--- src/rtl/pixel_pkg.sv ---
// pixel_pkg: shared sequencer state encoding and pixel array default sizes.
package pixel_pkg;
  localparam int PIXEL_COUNT = 4;
  localparam int COUNTER_WIDTH = 8;
  typedef enum logic [2:0] {
    IDLE,
    ERASE,
    EXPOSE,
    CLR,
    CONVERT,
    RD_SETUP,
    RD_CAPTURE,
    RD_WAIT
  } seq_state_t;
endpackage

--- src/rtl/phase_timer.sv ---
// phase_timer: loadable down-counter that parks at zero and flags done there.
module phase_timer #(
  parameter int TIMER_WIDTH = 16
) (
  input  logic                   clk,
  input  logic                   rst,
  input  logic                   load,
  input  logic [TIMER_WIDTH-1:0] load_value,
  input  logic                   en,
  output logic                   done
);
  logic [TIMER_WIDTH-1:0] count;
  always_ff @(posedge clk) begin
    if (rst) count <= '0;
    else if (load) count <= load_value;
    else if (en && count != '0) count <= count - 1'b1;
  end
  assign done = count == '0;
endmodule

--- src/rtl/pixel_array_sequencer.sv ---
// pixel_array_sequencer: erase/expose/convert/read-out frame controller with valid/ready pixel stream.
module pixel_array_sequencer #(
  parameter int PIXEL_COUNT    = pixel_pkg::PIXEL_COUNT,
  parameter int COUNTER_WIDTH  = pixel_pkg::COUNTER_WIDTH,
  parameter int ERASE_CYCLES   = 5,
  parameter int EXPOSE_CYCLES  = 255,
  parameter int CONVERT_CYCLES = 255,
  parameter int TIMER_WIDTH    = 16
) (
  input  logic                           clk,
  input  logic                           reset,
  input  logic                           start,
  input  logic                           continuous,
  output logic                           busy,
  output logic                           array_reset,
  output logic                           erase,
  output logic                           expose,
  output logic                           convert,
  output logic                           read,
  output logic [$clog2(PIXEL_COUNT)-1:0] pixel_select,
  input  logic [COUNTER_WIDTH-1:0]       data_in,
  output logic                           out_valid,
  input  logic                           out_ready,
  output logic [COUNTER_WIDTH-1:0]       out_data,
  output logic [$clog2(PIXEL_COUNT)-1:0] out_index,
  output logic                           frame_done
);
  import pixel_pkg::*;
  localparam int IW = $clog2(PIXEL_COUNT);
  seq_state_t state, state_n;
  logic [IW-1:0] idx_n;
  logic [TIMER_WIDTH-1:0] ld_val;
  logic ld, t_done, accept, last;
  phase_timer #(.TIMER_WIDTH(TIMER_WIDTH)) u_timer (
    .clk       (clk),
    .rst       (reset),
    .load      (ld),
    .load_value(ld_val),
    .en        (1'b1),
    .done      (t_done)
  );
  assign accept = out_valid && out_ready;
  assign last   = pixel_select == IW'(PIXEL_COUNT - 1);
  // The timer is loaded on the transition into each timed phase so the phase lasts exactly *_CYCLES clocks.
  always_comb begin
    state_n = state;
    ld      = 1'b0;
    ld_val  = '0;
    case (state)
      IDLE: begin
        state_n = start ? ERASE : IDLE;
        ld      = start;
        ld_val  = TIMER_WIDTH'(ERASE_CYCLES - 1);
      end
      ERASE: begin
        state_n = t_done ? EXPOSE : ERASE;
        ld      = t_done;
        ld_val  = TIMER_WIDTH'(EXPOSE_CYCLES - 1);
      end
      EXPOSE: state_n = t_done ? CLR : EXPOSE;
      CLR: begin
        state_n = CONVERT;
        ld      = 1'b1;
        ld_val  = TIMER_WIDTH'(CONVERT_CYCLES - 1);
      end
      CONVERT:    state_n = t_done ? RD_SETUP : CONVERT;
      RD_SETUP:   state_n = RD_CAPTURE;
      RD_CAPTURE: state_n = RD_WAIT;
      RD_WAIT: begin
        state_n = !accept ? RD_WAIT : !last ? RD_SETUP : continuous ? ERASE : IDLE;
        ld      = accept && last && continuous;
        ld_val  = TIMER_WIDTH'(ERASE_CYCLES - 1);
      end
      default: state_n = IDLE;
    endcase
  end
  assign idx_n = (state == CONVERT && state_n == RD_SETUP) ? '0 :
                 (state == RD_WAIT && accept && !last) ? pixel_select + 1'b1 : pixel_select;
  always_ff @(posedge clk) begin
    if (reset) begin
      state        <= IDLE;
      busy         <= 1'b0;
      array_reset  <= 1'b0;
      erase        <= 1'b0;
      expose       <= 1'b0;
      convert      <= 1'b0;
      read         <= 1'b0;
      pixel_select <= '0;
      out_valid    <= 1'b0;
      out_data     <= '0;
      out_index    <= '0;
      frame_done   <= 1'b0;
    end else begin
      state        <= state_n;
      busy         <= state_n != IDLE;
      array_reset  <= state_n == CLR;
      erase        <= state_n == ERASE;
      expose       <= state_n == EXPOSE;
      convert      <= state_n == CONVERT;
      read         <= state_n == RD_SETUP || state_n == RD_CAPTURE;
      pixel_select <= idx_n;
      frame_done   <= state == RD_WAIT && accept && last;
      if (state == RD_CAPTURE) begin
        out_valid <= 1'b1;
        out_data  <= data_in;
        out_index <= pixel_select;
      end else if (accept) begin
        out_valid <= 1'b0;
      end
    end
  end
endmodule

--- config.mk ---
export PLATFORM = sky130hd
export DESIGN_NAME = pixel_array_sequencer
export DESIGN_NICKNAME = d
export VERILOG_FILES = /design/src/rtl/pixel_pkg.sv /design/src/rtl/phase_timer.sv /design/src/rtl/pixel_array_sequencer.sv
export SDC_FILE = /design/constraint.sdc
export NUM_CORES = 1
export LEC_CHECK = 0
export ABC_AREA = 1
export CELL_PAD_IN_SITES_DETAIL_PLACEMENT = 0
export CELL_PAD_IN_SITES_GLOBAL_PLACEMENT = 1
export CORE_MARGIN = 5
export CORE_UTILIZATION = 33
export CTS_CLUSTER_DIAMETER = 60
export DETAILED_ROUTE_END_ITERATION = 12
export GPL_TIMING_DRIVEN = 0
export PLACE_DENSITY_LB_ADDON = 0.1
export SYNTH_ARGS = -nofsm -noshare
export SYNTH_HDL_FRONTEND = slang
export SYNTH_SLANG_ARGS = --single-unit
--- constraint.sdc ---
create_clock -name clk -period 1.4 [get_ports clk]
set_input_delay 0.28 -clock clk [delete_from_list [all_inputs] [get_ports clk]]
set_output_delay 0.28 -clock clk [all_outputs]
set_load 0.1 [all_outputs]
=== Word level (Yosys, flattened, before mapping) ===
Cells that the tools add are included.

* $add $sub $neg: 2
* Multiply operators: 0
* Divide/modulo/power cells: 0
* Order comparisons: 0
* Eq/ne operators: 14
* Shift-type cells: 0
* Muxes and demuxes: 14
* Bitwise gates (word level): 0
* Reduce and logical (&&, ||, !) cells: 18

{| class="wikitable"
|+ Operators by type and width
! operator !! count
|-
| two-way mux 16 bit || 2
|-
| case mux 3 bit (8 select lines) || 1
|-
| == test 3 bit, second input constant || 7
|-
| logical NOT 16 bit || 1
|-
| case mux 8 bit (2 select lines) || 1
|-
| nonzero test 16 bit || 1
|-
| subtractor 16 x 1 -> 16 bit, second input constant || 1
|-
| == test 3 x 2 -> 1 bit, second input constant || 4
|-
| logical AND 1 bit || 7
|-
| == test 3 x 1 -> 1 bit, second input constant || 2
|-
| two-way mux 1 bit || 6
|-
| two-way mux 3 bit || 2
|-
| OR reduction 2 bit || 3
|-
| case mux 1 bit (4 select lines) || 1
|-
| nonzero test 2 bit || 2
|-
| logical NOT 3 bit || 1
|-
| nonzero test 3 bit || 1
|-
| adder 2 x 1 -> 2 bit, second input constant || 1
|-
| == test 2 bit, second input constant || 1
|-
| two-way mux 2 bit || 1
|-
| logical NOT 1 bit || 1
|-
| logical OR 1 bit || 1
|}

* Register bits: 39
* Latch bits: 0
* RAM bits: 0
* ROM bits: 0
* Input bits: 13
* Output and inout port bits: 20
* Word-level logic and storage cells: 61
* Memories: 0

=== Depth between registers and ports, before layout ===
Gate-level depths: netlist of run 1.

* Depth in word-level cells: 7
* Mapped depth: 12
* Gate-level depth less buffers: 12

=== Modules after synthesis ===
Synthesis of run 1 repeated with hierarchy kept, for this count alone.

* Cell total of the unflattened synthesis: 340
* Area, all modules: 2187.1 um^2

{| class="wikitable"
|+ By module, submodules not included
! module !! instances !! cells each !! area an instance (um^2) !! seq. area each (um^2)
|-
| phase_timer || 1 || 212 || 1194.9 || 320.3
|-
| pixel_array_sequencer || 1 || 128 || 992.2 || 460.4
|}

=== Worst setup path before layout of run 1 ===
Ideal clock, no wire load.

* Path type: register -> register
* From: register pixel_select[0]
* To: register u_timer.count[14]
* Arrival time: 1874 ps
* Data required time: 1286 ps
* Path slack: -588 ps
* Stages on the path, launching flop included: 9
* Path buffers: 0
* Cell sequence: dfxtp_1 -> ha_1 -> nand3_1 -> nor2_2 -> nor2_4 -> nand2_4 -> inv_2 -> nand2_1 -> nor2_1

* Word-level cells in the longest chain between the ends: 5
* Elaborated cells between the ends (all ways): 6

{| class="wikitable"
|+ Ends and longest elaborated chain
! what !! line !! source
|-
| start, declared || pixel_array_sequencer.sv:20 || <nowiki>output logic [$clog2(PIXEL_COUNT)-1:0] pixel_select,</nowiki>
|-
| start signal, assigned || pixel_array_sequencer.sv:101 || <nowiki>pixel_select <= idx_n;</nowiki>
|-
| == test 2 bit * || pixel_array_sequencer.sv:43 || <nowiki>assign last = pixel_select == IW'(PIXEL_COUNT - 1);</nowiki>
|-
| logical AND 1 bit * (2 in series) || pixel_array_sequencer.sv:71 || <nowiki>ld = accept && last && continuous;</nowiki>
|-
| case mux 1 bit (4 select lines) * || pixel_array_sequencer.sv:49 || <nowiki>case (state)</nowiki>
|-
| two-way mux 16 bit or nonzero test 2 bit (tied branches) || -- ||
|-
| end signal, assigned || phase_timer.sv:15 || <nowiki>else if (load) count <= load_value;</nowiki>
|-
| end signal, assigned || phase_timer.sv:16 || <nowiki>else if (en && count != '0) count <= count - 1'b1;</nowiki>
|-
| end, declared || phase_timer.sv:12 || <nowiki>logic [TIMER_WIDTH-1:0] count;</nowiki>
|}

Mark *: on every way between the ends. The rest lies on a longest branch, timed or not.
A chain may end at the register's enable or synchronous reset.

=== Final worst setup path of run 1 ===
* From: register u_timer.count[13]
* To: register u_timer.count[9]

* Word-level cells in the longest chain between the ends: 3
* Elaborated cells between the ends (all ways): 5

{| class="wikitable"
|+ Ends and longest elaborated chain
! what !! line !! source
|-
| logical NOT 16 bit || phase_timer.sv:18 || <nowiki>assign done = count == '0;</nowiki>
|-
| case mux 1 bit (4 select lines) || pixel_array_sequencer.sv:49 ||
|-
| two-way mux 16 bit or nonzero test 2 bit (tied branches) || -- ||
|}

Parallel ways exist; a longest one is shown, timed or not.

==> results of run 1 <==
==> repair_timing <==
| item | 4_1_cts | 5_1_grt |
|---|---|---|
| pin swaps | 17 | 21 |
| resized for setup | 154 | 45 |
| setup endpoints to repair | 50 | 38 |
| setup buffers | 13 | 3 |
==> through the flow <==
stage | total power, W | std cells | util | hold slack, ns | worst slack [ns]
after floorplan | 0.003920 | 267 | - | 0.4329 | -0.01095
after global placement | 0.004542 | 370 | 0.4208 | 0.4474 | -0.4749
after detailed placement | 0.004511 | 370 | 0.4208 | 0.4537 | -0.4803
after CTS | 0.005984 | 391 | 0.4667 | 0.2916 | -0.01757
after global routing | 0.007284 | 393 | 0.5001 | 0.3006 | -0.1238
final | 0.006736 | 393 | 0.5001 | 0.2969 | -0.02838
==> routing by layer <==
metal  up-vias  global-route usage  wire [µm]
li1        958                   -          -
met1       841              0.1855       2332
met2        37              0.2225       2323
met3         7             0.04951        288
met4         0             0.04317         66
met5         -                   0          0
==> worst min path at each step <==
stage / depth (start not counted) / slack [ns] / to
2_1_floorplan: 3 / 0.43 / out_valid$_SDFFE_PP0P_
3_3_place_gp: 2 / 0.45 / u_timer.count[0]$_SDFFE_PP0P_
3_5_place_dp: 2 / 0.45 / out_data[5]$_SDFFE_PP0P_
4_1_cts: 2 / 0.29 / state[1]$_SDFF_PP0_
5_1_grt: 2 / 0.30 / state[1]$_SDFF_PP0_
6_report: 2 / 0.30 / state[1]$_SDFF_PP0_
==> logic make-up (layout without fill, tap and decap cells) <==
logic type	after synthesis	count (layout)
AOI/OAI and AO/OA	23	23
and+or+nand+nor	161	161
xor gates and xnor gates	13	13
adders and majority gates	3	3
buffers and inverters	28	82
DFF	39	39
==> registers in the layout, indices dropped and copies added, names as in the netlist <==
| name | cells |
|---|---|
| array_reset | 1 |
| busy | 1 |
| convert | 1 |
| erase | 1 |
| expose | 1 |
| frame_done | 1 |
| out_data | 8 |
| out_index | 2 |
| out_valid | 1 |
| pixel_select | 2 |
| read | 1 |
| state | 3 |
| u_timer.count | 16 |
==> worst max-delay path, delay by kind of cell (launching register included) <==
kind / cells / cell delay [ns]
simple gates: 6 / 0.65
xor+xnor: 1 / 0.17
buf+inv: 1 / 0.14
flops: 1 / 0.35
==> power by group through the flow <==
stage	logic [W]	clock network (W)	registers (W)
final	0.00424	0.000855	0.00164
after global placement	0.00297	0	0.00157
after detailed placement	0.00295	0	0.00156
after floorplan	0.00212	0	0.00180
after global routing	0.00468	0.000929	0.00168
after CTS	0.00349	0.000878	0.00162
==> cell usage in the layout (no fill, tap or decap), types with 3 or more instances in the layout <==
master                             n
sky130_fd_sc_hd__nand2_1          46
sky130_fd_sc_hd__nor2_1           31
sky130_fd_sc_hd__dfxtp_1          26
sky130_fd_sc_hd__nand3_1          22
sky130_fd_sc_hd__buf_2            19
sky130_fd_sc_hd__a21oi_1          15
sky130_fd_sc_hd__nor2_4           14
sky130_fd_sc_hd__nand2_2          14
sky130_fd_sc_hd__buf_4            14
sky130_fd_sc_hd__inv_1            13
sky130_fd_sc_hd__xor2_1           10
sky130_fd_sc_hd__clkdlybuf4s50_1  10
sky130_fd_sc_hd__nand3_2           8
sky130_fd_sc_hd__inv_2             7
sky130_fd_sc_hd__clkbuf_8          7
sky130_fd_sc_hd__dfxtp_2           7
sky130_fd_sc_hd__nand2_4           6
sky130_fd_sc_hd__nor2_2            6
sky130_fd_sc_hd__dfxtp_4           6
sky130_fd_sc_hd__clkbuf_1          4
sky130_fd_sc_hd__nand3_4           3
sky130_fd_sc_hd__nand4_1           3
sky130_fd_sc_hd__nor3_4            3
sky130_fd_sc_hd__xnor2_1           3
==> area by class of cell <==
type / instances / area, µm² / area share
flip-flops and latches: 39 / 812.0 / 0.2949
well taps: 72 / 90.09 / 0.03271
clock buffers: 8 / 100.1 / 0.03635
inverters: 22 / 92.59 / 0.03362
plain buffers: 5 / 21.27 / 0.007724
repair buffers: 47 / 341.6 / 0.1240
multi-input cells: 200 / 1296 / 0.4707
==> results.txt, run 1 <==
- Cell area after layout: 0.002754 mm²
- For the pin with the worst max-slew slack, the measured transition is 0.5012 ns.
* Ratio of total power to cell area: 2446 mW/mm²
- Category of the worst setup path launch point: register
* Slew Limit Headroom: 0.6659
* Lkg Pwr: 1.237 nW
- Clock-pin slew was measured on the worst setup and hold paths at 0.08 ns.
* Drc violations: 0
- CTS tree: yes
- Dividing the final minimum period by the clock period gives 1.020.
- The number of nets in the synthesized netlist is 283.
- In this run the power spent charging and discharging nets is 0.003332 W.
- The run finished, with violations left.
- In the post-synthesis netlist, the cell with the most instances is sky130_fd_sc_hd__nand2_1.
- Length of the first detailed-routing pass in iterations: 4
- CP Capture Type: register
- Share of power burned in the clock network: 0.127
- Of the total synthesized cell area, the portion taken by AND, OR, NAND and NOR gates is 0.3843.
* Critical Path Max Stage Delay: 0.35 ns
* Launch point of the worst hold path: reset
- Sw Ratio: 0.4946
- Final Hold Fails: 0
* Finish-stage setup viols: 7
- The cell count after synthesis came out at 267.
- Critical path fanouts, max: 5
- Overflow left after global routing: 0
* Vias in the first global route: 1816
* Final RePlAce weighted congestion: 0.8219
- The cell sitting at the root of the clock tree is a sky130_fd_sc_hd__clkbuf_8.
* RSZ-0062 raised after global routing: yes
* Top cell by count, worst path: sky130_fd_sc_hd__nor2_4
- Post-route setup TNS: -0.1008 ns
* Depth of the most critical reg-to-reg path: 8
- The biggest area contributor in the post-synthesis netlist is sky130_fd_sc_hd__dfxtp_1.
* Arrival time worst endpoint: 1.61 ns
* Largest net degree at the start of global routing: 12
- Horiz. Die Dim: 85.39 µm
- Synth Area in Compound Gates: 0.06204
* Row count: 27
* Critical path start-end classification: register to register
* CTS H-tree lvls: 2
- Area share of the leading cell type in the synthesized netlist: 0.4163
- The tightest min-delay check is of the input pin to register type.
- Averaged over all synthesized cells, the footprint is 7.025 µm².
- In this run the worst setup path begins at u_timer.count[13]$_SDFFE_PP0P_.
* Tmin final: 1.428 ns
- Routed wire length per instance: 12.75 µm
- The clock passes through at most 2 buffers.
* Violations in the final reports: negative setup slack
- Biggest area contributors in the synthesized netlist: sky130_fd_sc_hd__dfxtp_1 (42%), sky130_fd_sc_hd__nand2_1 (12%), sky130_fd_sc_hd__nor2_1 (9.0%), sky130_fd_sc_hd__nand3_1 (8.5%), sky130_fd_sc_hd__xor2_1 (4.7%)
- Number of diodes added for antenna fixing: 0
- For this block, the via count after detailed routing is 1843.
- Max-cap violations: 0
- Synth async-reset ratio: 0
* Max VDD drop: 0.001029 V
* Initial Util: 0.3406
- Total Routed Length: 5012 µm
- Buffers inserted during clock tree synthesis total 5.
* Yosys warning count: 0
- Once routing completed, OpenROAD measured the worst setup slack at -0.02838 ns.
* Proportion of synthesized chip area in sequential cells: 0.4163
- Top_reg_cell synth: sky130_fd_sc_hd__dfxtp_1
* Cell Area, Synth: 0.001876 mm²
- Dominant combinational cell family by area after synthesis: simple AND/OR/NAND/NOR gates
- The share of total power dissipated in sequential elements is 0.244.
- Of the total synthesized cell area, the portion taken by XOR and XNOR cells is 0.06071.
* Clock latency on the worst-skew pair: 0.29 ns
- For the final database, setup skew stands at 0.007178 ns.
* Ranking of synthesized cells by instance count: sky130_fd_sc_hd__nand2_1 (61), sky130_fd_sc_hd__nor2_1 (45), sky130_fd_sc_hd__dfxtp_1 (39)
- Detailed-route vias per instance: 4.690
* Area added between synthesis and finish: 46.83%
- Endpoint of the worst register-to-register path: u_timer.count[9]$_SDFFE_PP0P_
- In this run, the number of DRC markers left after iteration 0 of detailed routing was 55.
- Share of final-layout standard cells stronger than drive strength 1: 0.3988
- Multiplexer share of the synthesized area: 0
- The number of pins with negative max-slew slack in the final report is 0.
- For this run, the post-layout net count is 336.
- Placed inst area: 0.002317 mm²
* Number of library cell types mapped by synthesis: 25
- The share of total power dissipated in combinational logic is 0.629.
* Number of enable-type register cells in the synthesized netlist: 0
- The die covers 0.007291 mm².
* Critical Path RT: 1.58 ns
- Internal power of the cells: 0.003404 W
- The number of antenna violations at the first check in global routing came to 0.
- The worst register-to-register path begins at u_timer.count[13]$_SDFFE_PP0P_.
- Number of top-level pins: 33
- Of the total synthesized cell area, the portion taken by full adders, half adders and majority gates is 0.02001.
- Detailed placement finished with a half-perimeter wire length of 3450 µm.
- Die Ht: 85.39 µm
* Achievable Freq: 0.7001 GHz
- Slack of the worst reg-to-reg path: -0.03 ns
- Counting flops and latches in the post-synthesis netlist gives 39.
- Core ar.: 0.005507 mm²
- First-pass GRT wire length: 8404 µm
- Number of buffers inserted by port buffering: 31
- Number of routed nets with antenna violations: 0
- Hold buffers post-CTS: 0
- In the global route stage, overall resource usage came out at 0.1428.
- Counting the fill cells in the layout gives 568.
- Cell at the slowest stage of the critical path: sky130_fd_sc_hd__dfxtp_1
* Total number of clock tree sinks: 39
* Critical-path cell list: nor2_4 -> nand2_1 -> nor2_4 -> nand2_4 -> buf_4 -> nand3_1 -> xor2_1 -> nor2_1
- Critical path capture point: u_timer.count[9]$_SDFFE_PP0P_
Power figures use the tool's default switching activity.
==> inputs of run 2 (changes only) <==
- ABC_AREA: 1 -> default
- CORE_UTILIZATION: 33 -> 35
- SETUP_SLACK_MARGIN: default -> 0.2
==> run 2 against run 1 <==
Compared with the run above:
- largest power group unchanged
- utilization up 6.5 points
- critical endpoint is now u_timer.count[10]$_SDFFE_PP0P_
- the flow still finishes with violations (negative setup slack)
- clock power down 15%
- non-clock buffer count up 11
- maximum frequency down 21%
- final cell count down 16%
- cell area up 4.8%
- combinational power up 7.1%
- setup slack worse by 0.37 ns
- via count down 9.3%
==> results.txt, run 2 <==
- The share of total power in combinational logic was 0.651 (+0.022).
* Critical path start-end classification: register to register
- The largest net degree at the start of global routing is 12 (unchanged).
* Flop pwr share: 0.245 (about the same)
- The flip-flop and latch count after synthesis was 39 (unchanged).
* Lkg Pwr: 1.151 nW (-7.0%)
- Vias in the first global route: 1778 (-2.1%)
- Hold buffers post-CTS: 0 (unchanged)
- The required time of the critical path is 1.58 ns (about the same).
- Core ar.: 0.005107 mm² (-7.2%)
* Post-layout utilization of the core: 0.5649 (+0.06481)
- The final reports fail on negative setup slack.
- Max-slew violations: 0 (unchanged)
- Cell type contributing the most total cell area after synthesis: sky130_fd_sc_hd__dfxtp_1
* DRT iter0 DRCs: 89 (+62%)
- The flip-flop count of the largest register after layout came to 16 (unchanged).
- The total of warnings raised by yosys is 0 (unchanged).
* Proportion of synthesized chip area in sequential cells: 0.4228 (+0.006487)
- Commonest cells after routing, fill and taps aside: sky130_fd_sc_hd__buf_4 (28), sky130_fd_sc_hd__nor2_1 (25), sky130_fd_sc_hd__dfxtp_1 (19)
- Number of buffers inserted by port buffering: 32 (+3.2%)
- Synth async-reset ratio: 0 (unchanged)
- The tree is rooted in a sky130_fd_sc_hd__clkbuf_8.
- Final RePlAce weighted congestion: 0.8482 (+3.2%)
* Number of routed nets with antenna violations: 0 (unchanged)
* Placed Cells incl. Taps: 297 (-20%)
- Slew Limit Headroom: 0.7165 (+0.05067)
* Transition time at the pin with the least slew margin: 0.4247 ns (-0.07647 ns)
- The total length of routed wires was 5110 µm (+2.0%).
* Portion of the clock cycle consumed by the worst path in the final layout: 1.285 (+0.2644)
* Net Count, Synth: 211 (-25%)
- The iteration count of the initial detailed-routing pass was 4 (unchanged).
* Most used standard cell by instance count after synthesis: sky130_fd_sc_hd__dfxtp_1
* Area added between synthesis and finish: 56.23%
- The library cell used most frequently in the layout, excluding fill and tap cells, is sky130_fd_sc_hd__buf_4.
* Category of the worst setup path launch point: register
* Min setup slack post-route: -0.3985 ns (-0.3701 ns)
* Number of enable-type register cells in the synthesized netlist: 0 (unchanged)
- Overflow left after global routing: 0 (unchanged)
- The highest ir drop seen on vdd came to 0.001129 V (+9.7%).
- Global-route total usage across every layer: 0.1620 (+0.01918)
- Number of library cell types mapped by synthesis: 51 (+100%)
- The share of cells above drive strength 1 came to 0.4846 (+0.08586).
- The floorplan die width was 82.64 µm (-3.2%).
* Tmin final: 1.798 ns (+0.3701 ns)
- Drc violations: 0 (unchanged)
- Net switching power: 0.003099 W (-7.0%)
* Cells after Synth: 195 (-27%)
* Register with the most flip-flops: u_timer.count
- Ratio of total power to cell area: 2419 mW/mm² (-1.1%)
* Filler instances: 454 (-20%)
* Max-cap violations: 0 (unchanged)
* Clock latency on the worst-skew pair: 0.30 ns (about the same)
- Detailed-route vias per instance: 5.064 (+8.0%)
* Post-route setup TNS: -8.040 ns (-7.940 ns)
* Syn Area/Cell: 9.471 µm² (+35%)
- CTS tree: yes
- The global-route wire length before repair came to 8362 µm (-0.50%).
* Result of the run: finished, violations left
- Worst Skew: 0.009741 ns (+0.002563 ns)
* Clock slew at reported path FFs: 0.08 ns (about the same)
- Share of power burned in the clock network: 0.104 (-0.023)
* Total number of vias: 1671 (-9.3%)
- The effective utilization at floorplan is 0.3616 (+0.02098).
- Hpwl dp: 3300 µm (-4.3%)
* Ranking of synthesized cells by instance count: sky130_fd_sc_hd__dfxtp_1 (39), sky130_fd_sc_hd__nor2_1 (28), sky130_fd_sc_hd__mux2i_1 (13), sky130_fd_sc_hd__nand2_1 (13), sky130_fd_sc_hd__xnor2_1 (11)
- The number of endpoints with negative hold slack in the final report came to 0 (unchanged).
- STA classifies the critical path endpoint as a register.
- Setup repair after global routing could not meet its margin everywhere.
* Final Non-Filler Cells: 330 (-16%)
- Biggest area contributors in the synthesized netlist: sky130_fd_sc_hd__dfxtp_1 (42%), sky130_fd_sc_hd__mux2i_1 (7.0%), sky130_fd_sc_hd__nor2_1 (5.7%), sky130_fd_sc_hd__xnor2_1 (5.2%), sky130_fd_sc_hd__nand2_1 (2.6%)
- Worst hold path class: register to register
- Registers with the most flip-flops: u_timer.count x16, out_data x8, state x3
- Cell Area, Synth: 0.001847 mm² (-1.5%)
- The number of inserted diodes was 0 (unchanged).
* Number of nets in the layout: 275 (-18%)
* Worst Setup Slack post-DPL: -0.6135 ns (-0.1332 ns)
* Achievable Freq: 0.5560 GHz (-21%)
- Number of buffers inserted during clock tree synthesis: 5 (unchanged)
- The share of the synthesized area in the top cell type came to 0.4228 (+0.006487).
- The data arrival at the endpoint of the critical path is 1.98 ns (+0.37 ns).
- Critical path fanouts, max: 5 (unchanged)
- The deepest clock path buffer count came to 2 (unchanged).
- The count of clock tree sinks is 39 (unchanged).
- The switching share of total power came to 0.4441 (-0.05055).
* Area enclosed by the die boundary: 0.006829 mm² (-6.3%)
* CTS H-tree lvls: 2 (unchanged)
* Internal power of the cells: 0.003880 W (+14%)
- The number of top-level design ports is 33 (unchanged).
- For this run, the leading register cell type out of synthesis is sky130_fd_sc_hd__dfxtp_1.
* Die Ht: 82.64 µm (-3.2%)
- Initial antenna violation count: 0 (unchanged)
* Finish-stage setup viols: 26 (+19)
* Routed wire length per instance: 15.48 µm (+21%)
* Row count: 26 (-3.7%)
==> run 2: path summary, 6_finish.rpt <==
check	from	to	slack, ns	cells past startpoint
max	u_timer.count[2]$_SDFFE_PP0P_	u_timer.count[10]$_SDFFE_PP0P_	-0.40	6
min	out_data[6]$_SDFFE_PP0P_	out_data[6]$_SDFFE_PP0P_	0.49	2
max reg2reg	u_timer.count[2]$_SDFFE_PP0P_	u_timer.count[10]$_SDFFE_PP0P_	-0.40	6
min reg2reg	out_data[6]$_SDFFE_PP0P_	out_data[6]$_SDFFE_PP0P_	0.49	2
==> run 2: final cells by class <==
class | instances | area [µm²] | area share
multi-input cells | 146 | 1276 | 0.4423
flip-flops and latches | 39 | 823.3 | 0.2853
repair buffers | 56 | 526.8 | 0.1826
well taps | 70 | 87.58 | 0.03036
clock buffers | 7 | 76.32 | 0.02645
plain buffers | 7 | 75.07 | 0.02602
inverters | 4 | 15.01 | 0.005204
clock inverters | 1 | 5.005 | 0.001735
==> run 2: routing by layer <==
metal	routed length [µm]	track usage	vias to the layer above	share of wire
li1	-	-	830	-
met1	2272	0.1951	803	0.44
met2	2575	0.2748	29	0.50
met3	172	0.03471	9	0.034
met4	89	0.07353	0	0.017
met5	0	0	-	0
==> run 2: power by group through the flow <==
stage               clock, W  sequential [W]  combinational, W
finish              0.000729         0.00171           0.00454
floorplan                  0         0.00206           0.00221
detailed placement         0         0.00169           0.00319
global placement           0         0.00166           0.00317
global route        0.000790         0.00174           0.00488
CTS                 0.000756         0.00169           0.00397
==> run 2: logic make-up (layout without fill, tap and decap cells) <==
group	count (synthesis)	after routing	share of synthesized area
AND/OR/NAND/NOR	83	83	0.2554
XOR/XNOR	14	14	0.06640
multiplexers	14	14	0.07656
AO/OA/AOI/OAI	31	32	0.1287
adder cells (fa/ha/maj)	3	3	0.02033
buffers and inverters	11	75	0.02981
flip-flops	39	39	0.4228
==> run 2: what timing repair did <==
action / CTS / global route
pin swaps: 23 / 14
resized for setup: 162 / 31
endpoints found under the setup margin: 59 / 45
cloned: 2 / 0
setup buffers: 14 / 9
==> run 2: metrics by stage <==
stage          instance area (µm²)  hold slack (ns)  total power (W)
6_report                      2885           0.4900         0.006979
5_1_grt                       2885           0.5339         0.007415
4_1_cts                       2689           0.4947         0.006411
3_5_place_dp                  2364           0.4765         0.004874
3_3_place_gp                  2364           0.4631         0.004830
2_1_floorplan                 1956           0.3718         0.004263
==> run 2: critical path, cell delays in order (launching register included) <==
cell                       delay (ns)
sky130_fd_sc_hd__dfxtp_4         0.36
sky130_fd_sc_hd__nor4_4          0.42
sky130_fd_sc_hd__and4_1          0.26
sky130_fd_sc_hd__buf_6           0.14
sky130_fd_sc_hd__nand3_4         0.14
sky130_fd_sc_hd__o211ai_4        0.27
sky130_fd_sc_hd__nor2_1          0.07
==> inputs of run 3 (changes only) <==
- CTS_CLUSTER_SIZE: default -> 25
==> results of run 3 <==
Same layout as run 2: the final DEF is identical, and so are final timing and power.
